===== src/rtl/gate_ctrl_pkg.sv =====
// gate_ctrl_pkg: shared FSM encoding and saturation helper for the gate controller
package gate_ctrl_pkg;

   typedef enum logic [1:0] {INIT, JUDGE, GRANT, WAIT} state_t;

   localparam int SAT_W = 32;

   function automatic logic [SAT_W-1:0] sat_min(
      input logic [SAT_W-1:0] a,
      input logic [SAT_W-1:0] b
   );
      return (a < b) ? a : b;
   endfunction

endpackage


===== src/rtl/tb_bucket.sv =====
// tb_bucket: one per-queue token bucket with shared replenish strobe
module tb_bucket
   import gate_ctrl_pkg::*;
#(
   parameter int LEN_W      = 11,
   parameter int TOKEN_W    = 16,
   parameter int SHAPE_MODE = 0
) (
   input  logic               clk,
   input  logic               rst_n,
   input  logic               repl,
   input  logic               rden,
   input  logic [LEN_W-1:0]   len,
   input  logic [TOKEN_W-1:0] rate,
   input  logic [TOKEN_W-1:0] size,
   output logic [TOKEN_W-1:0] tokens,
   output logic               discard,
   output logic               tok_ok
);

   logic [TOKEN_W:0] len_x;
   logic [TOKEN_W:0] cons;
   logic [TOKEN_W:0] sum;

   assign len_x  = (TOKEN_W+1)'(len);
   assign tok_ok = {1'b0, tokens} >= len_x;
   assign cons   = (rden && tok_ok) ? len_x : '0;
   // cons never exceeds tokens, so the sum cannot underflow
   assign sum    = {1'b0, tokens} + (repl ? {1'b0, rate} : '0) - cons;

   always_ff @(posedge clk or negedge rst_n)
      if (!rst_n) begin
         tokens  <= '0;
         discard <= 1'b0;
      end else begin
         tokens  <= TOKEN_W'(sat_min(SAT_W'(sum), SAT_W'(size)));
         discard <= (SHAPE_MODE == 0) && rden && !tok_ok;
      end

endmodule


===== src/rtl/gate_ctrl_nq.sv =====
// gate_ctrl_nq: per-slot eligibility of NUM_Q egress queues for the transmit scheduler
module gate_ctrl_nq
   import gate_ctrl_pkg::*;
#(
   parameter int               NUM_Q       = 8,
   parameter int               LEN_W       = 11,
   parameter int               TOKEN_W     = 16,
   parameter int               TB_PERIOD   = 1000,
   parameter int               USEDW_W     = 8,
   parameter int               USEDW_TH    = 20,
   parameter logic [NUM_Q-1:0] SHAPED_MASK = 8'h04,
   parameter int               SHAPE_MODE  = 0
) (
   input  logic                       clk,
   input  logic                       rst_n,
   input  logic [NUM_Q-1:0]           in_gate_mask,
   input  logic [NUM_Q-1:0]           in_fifo_empty,
   input  logic [NUM_Q*LEN_W-1:0]     in_head_len,
   input  logic [NUM_Q*TOKEN_W-1:0]   in_rate,
   input  logic [NUM_Q*TOKEN_W-1:0]   in_tb_size,
   input  logic [USEDW_W-1:0]         in_pktout_usedw,
   input  logic                       in_pkt_done,
   input  logic [NUM_Q-1:0]           in_q_rden,
   output logic [NUM_Q-1:0]           out_schedule_valid,
   output logic [NUM_Q-1:0]           out_discard,
   output logic [NUM_Q*TOKEN_W-1:0]   out_tokens
);

   localparam int TMR_W = (TB_PERIOD > 1) ? $clog2(TB_PERIOD) : 1;

   logic [TMR_W-1:0] timer;
   logic             repl;
   logic             usedw_ok;
   logic [NUM_Q-1:0] tok_ok;
   logic [NUM_Q-1:0] elig;
   logic             unused;
   state_t           state;

   // inputs of unshaped queues are legitimately ignored
   assign unused   = ^{in_head_len, in_rate, in_tb_size};
   assign repl     = timer == TMR_W'(TB_PERIOD - 1);
   assign usedw_ok = in_pktout_usedw <= USEDW_W'(USEDW_TH);
   assign elig     = in_gate_mask & ~in_fifo_empty & {NUM_Q{usedw_ok}} & tok_ok;

   always_ff @(posedge clk or negedge rst_n)
      if (!rst_n) timer <= '0;
      else        timer <= repl ? '0 : timer + 1'b1;

   for (genvar i = 0; i < NUM_Q; i++) begin : g_q
      if (SHAPED_MASK[i]) begin : g_sh
         logic ok_raw;
         tb_bucket #(
            .LEN_W     (LEN_W),
            .TOKEN_W   (TOKEN_W),
            .SHAPE_MODE(SHAPE_MODE)
         ) u_bucket (
            .clk    (clk),
            .rst_n  (rst_n),
            .repl   (repl),
            .rden   (in_q_rden[i]),
            .len    (in_head_len[i*LEN_W +: LEN_W]),
            .rate   (in_rate[i*TOKEN_W +: TOKEN_W]),
            .size   (in_tb_size[i*TOKEN_W +: TOKEN_W]),
            .tokens (out_tokens[i*TOKEN_W +: TOKEN_W]),
            .discard(out_discard[i]),
            .tok_ok (ok_raw)
         );
         assign tok_ok[i] = (SHAPE_MODE == 0) || ok_raw;
      end else begin : g_un
         assign out_tokens[i*TOKEN_W +: TOKEN_W] = '0;
         assign out_discard[i]                   = 1'b0;
         assign tok_ok[i]                        = 1'b1;
      end
   end

   always_ff @(posedge clk or negedge rst_n)
      if (!rst_n) begin
         state              <= INIT;
         out_schedule_valid <= '0;
      end else begin
         case (state)
            INIT:  state <= JUDGE;
            JUDGE: if (|elig) begin
               out_schedule_valid <= elig;
               state              <= GRANT;
            end
            GRANT: begin
               out_schedule_valid <= '0;
               state              <= WAIT;
            end
            WAIT:    if (in_pkt_done) state <= JUDGE;
            default: state <= INIT;
         endcase
      end

endmodule


===== config.mk =====
export PLATFORM = sky130hd
export DESIGN_NAME = gate_ctrl_nq
export DESIGN_NICKNAME = d
export VERILOG_FILES = /design/src/rtl/gate_ctrl_pkg.sv /design/src/rtl/tb_bucket.sv /design/src/rtl/gate_ctrl_nq.sv
export SDC_FILE = /design/constraint.sdc
export NUM_CORES = 1
export LEC_CHECK = 0
export BUFFER_PORTS_ARGS = -buffer_cell sky130_fd_sc_hd__buf_4
export CAP_MARGIN = 20
export CORE_AREA = 5 5 203 205
export CTS_BUF_LIST = sky130_fd_sc_hd__clkbuf_8
export DETAILED_ROUTE_END_ITERATION = 12
export DIE_AREA = 0 0 208 210
export SLEW_MARGIN = 20
export SYNTH_ARGS = -nofsm -noshare
export SYNTH_HDL_FRONTEND = slang
export SYNTH_HIERARCHICAL = 1
export SYNTH_SLANG_ARGS = --single-unit
export TNS_END_PERCENT = 50

===== constraint.sdc =====
create_clock -name clk -period 5 [get_ports clk]
set_input_delay 1.25 -clock clk [delete_from_list [all_inputs] [get_ports clk]]
set_output_delay 1.25 -clock clk [all_outputs]
set_load 0.05 [all_outputs]

==> qor.csv <==
metric;value;unit
synth_area;4520;um2
area_growth;41.0;%
antenna_found_initial;1;
start_kind;input pin;
skew;2.18;ps
worstPathRequired;5200;ps
ant_nets;0;
vdd_drop_max;0.000324;V
clkSinkCount;37;
timing.hold.ws;451;ps
setup.worst_path.end_class;flop;
worst_pin_slew;727;ps
synth_cells;532;
die_area;43700;um2
cts_buffer_depth;2;
hp-class;flop to flop;
chipWidth;208;um
io_buffers;95;
synth.ff_latch_count;37;
gp_congestion;0.785;
first_pass_iters;5;
rsz0062_at_grt;true;
status;finished with violations;
grt_usage;0.0621;
layout_setup_ws;-1090;ps
crit_family;compound AO/OA/AOI/OAI gates;
rows;73;
synth_common_cells;119 x buf_4, 76 x inv_1, 52 x ha_1;
clk_pin_slew;80;ps
dp_hpwl;12600;um
critPathMaxStageDelay;430;ps
hold_viol;0;
leakage;3.21;nW
core;39300;um2
synth_top_area_frac;0.205;
synth_top_area_cell;dfrtp_1;
setup-violations-final;16;
synth-edff-count;0;
synth.distinct_cells;46;
pin_count;523;
yosys_warnings;6;
grt_first_pass_wirelength;20900;um
pwr-share-seq;0.089;
postSynthAreaPerCell;8.50;um2
antenna_cells;0;
h-tree-depth;2;
place_worst_setup_slack;-1650;ps
cp_max_fo;8;
combPwrFrac;0.871;
critPathBufInv;4;
p_sw_frac;0.475;
slew_viol_final;0;
power_switching;2.51;mW
synth_ff_type;dfrtp_1;
clockRootBuffer;clkbuf_8;
final.period_utilization;1.22;
drc;0;
routed_wl;14500;um
path_common_cell;buf_6;
chipHeight;210;um
max_cap_viol_count;0;
drive_above_1_share;0.349;
yosys-top-cells-area;dfrtp_1 20%, buf_4 20%, ha_1 14%;
intPower;2.77;mW
fin_area;6380;um2
slew_headroom;0.511;
numCtsBuffers;5;
grt_max_degree;38;
avgRoutedWirePerCell;11.9;um
grt_pass1_vias;3769;
post-synth-top-count-cell;buf_4;
finalNetCount;1139;
drtIter0Drc;86;
crit_slowest_cell;fa_1;
start_util;0.115;
violations;negative setup slack;
yosysSeqAreaShare;0.205;
power.density;829;nW/um2
synthArstFlopShare;1.00;
viasPerCell;3.04;
fin_crit;6090;ps
dpl_cell_area;5990;um2
vias;3712;
grt_overflow;0;
clock_latency;310;ps
critPathKind;input pin to flop;
clkPwrFrac;0.040;
arrival;6290;ps
fmax;164;MHz
cts_tree;yes;
-- worst reg2reg max path: stages, from the launching register on --
cell and delay [ps]:
dfrtp_1 390, inv_1 100, ha_4 270, nand2b_4 110, a21oi_2 50, o21ai_2 150
a31oi_2 110, o21a_1 240, o31ai_4 260, buf_6 170, and2_4 150, fa_1 430
fa_2 410, nand2b_4 160, a21oi_4 160, nor2b_2 70, o21ai_1 130, nor2_1 50
nor2_1 160, ha_1 290, and4_4 170, buf_4 120, o211ai_1 90, o21ai_1 100
a221o_1 370, nor3_4 220, buf_6 200, mux2_4 320
-- flip-flops by register name, indices dropped and copies added, names as in the netlist --
signal / cells
timer: 10
g_q.g_sh.u_bucket/tokens: 16
out_schedule_valid: 8
state: 2
g_q.g_sh.u_bucket/discard: 1
-- timing repair --
item / 4_1_cts / 5_1_grt
cloned: 1 / 0
hold buffers: 0 / 0
buffers inserted: 9 / 4
gates resized for setup: 28 / 23
setup endpoints to repair: 16 / 16
pin swaps: 25 / 27
hold endpoints to repair: 0 / 0
-- metal layers --
metal  share of wire  track usage  up-vias
met4           0.030       0.0249        0
met1            0.39       0.0690     1713
met3            0.10       0.0274       19
li1                -            -     1835
met2            0.48        0.105      145
met5               0            0        -
-- power by group through the flow --
stage | Clock [mW] | Combinational, mW | Sequential (mW)
after floorplan | 0 | 2.49 | 0.726
after global placement | 0 | 3.91 | 0.474
after detailed placement | 0 | 3.98 | 0.474
after CTS | 0.224 | 4.54 | 0.468
after global routing | 0.231 | 5.02 | 0.476
final | 0.210 | 4.60 | 0.471
-- area by class of cell --
type                            count  area, um2
Fill cell                        4466      32900
Sequential cell                    37        926
Multi-Input combinational cell    413       3170
Timing Repair Buffer              164       1260
Inverter                           76        285
Tap cell                          525        657
Clock buffer                        5       68.8
Clock inverter                      1       5.00
-- logic make-up after synthesis --
logic type / Yosys count / synth area share
buffers and inverters: 200 / 0.268
AND/OR/NAND/NOR: 109 / 0.125
AO/OA/AOI/OAI: 78 / 0.110
adder cells (fa/ha/maj): 63 / 0.193
flip-flops: 37 / 0.205
multiplexers: 27 / 0.0658
XOR/XNOR: 17 / 0.0329
other: 1 / 0.000829
-- worst paths after layout --
| check | from | end | slack (ps) | cells after the start |
|---|---|---|---|---|
| worst max-delay path | in_head_len[22] | g_q[2].g_sh.u_bucket/tokens[12]$_DFF_PN0_ | -1090 | 27 |
| worst min-delay path | timer[0]$_DFF_PN0_ | timer[0]$_DFF_PN0_ | 450 | 1 |
| worst max register to register | g_q[2].g_sh.u_bucket/tokens[0]$_DFF_PN0_ | g_q[2].g_sh.u_bucket/tokens[12]$_DFF_PN0_ | -570 | 27 |
| worst min register to register | timer[0]$_DFF_PN0_ | timer[0]$_DFF_PN0_ | 450 | 1 |
| max in group asynchronous | rst_n | out_schedule_valid[2]$_DFFE_PN0P_ | 3700 | 1 |
| min in group asynchronous | rst_n | g_q[2].g_sh.u_bucket/discard$_DFF_PN0_ | 900 | 1 |
-- metrics by stage --
stage	setup TNS, ps	power (mW)	utilization	instances
3_3_place_gp	-25170	4.39	0.153	1203
4_1_cts	-16310	5.24	0.160	1219
2_1_floorplan	-16510	3.22	-	650
5_1_grt	-20350	5.73	0.162	1221
6_report	-17270	5.28	0.162	1221
3_5_place_dp	-25740	4.45	0.153	1203
-- cell usage in the layout (no fill, tap or decap), types with 3 or more instances in the layout --
master / n
nand3_1: 8
nor2b_1: 3
xor2_1: 4
ha_1: 43
mux2_4: 15
nor2_1: 19
o211ai_1: 4
o21ai_1: 5
o21a_1: 5
a21oi_1: 16
and2_4: 4
mux2i_1: 5
mux2_2: 7
clkbuf_8: 5
or3_1: 4
nand2_1: 33
buf_4: 158
and2_1: 8
fa_1: 10
inv_1: 75
a21o_1: 6
nand4_1: 4
ha_4: 7
xnor2_1: 12
nor3_1: 5
o21ai_0: 7
dfrtp_1: 37
a21oi_2: 8
nand2b_1: 8
o21ai_2: 6
conb_1: 119
buf_6: 5
Note: power is estimated with default switching activity, not from simulation.
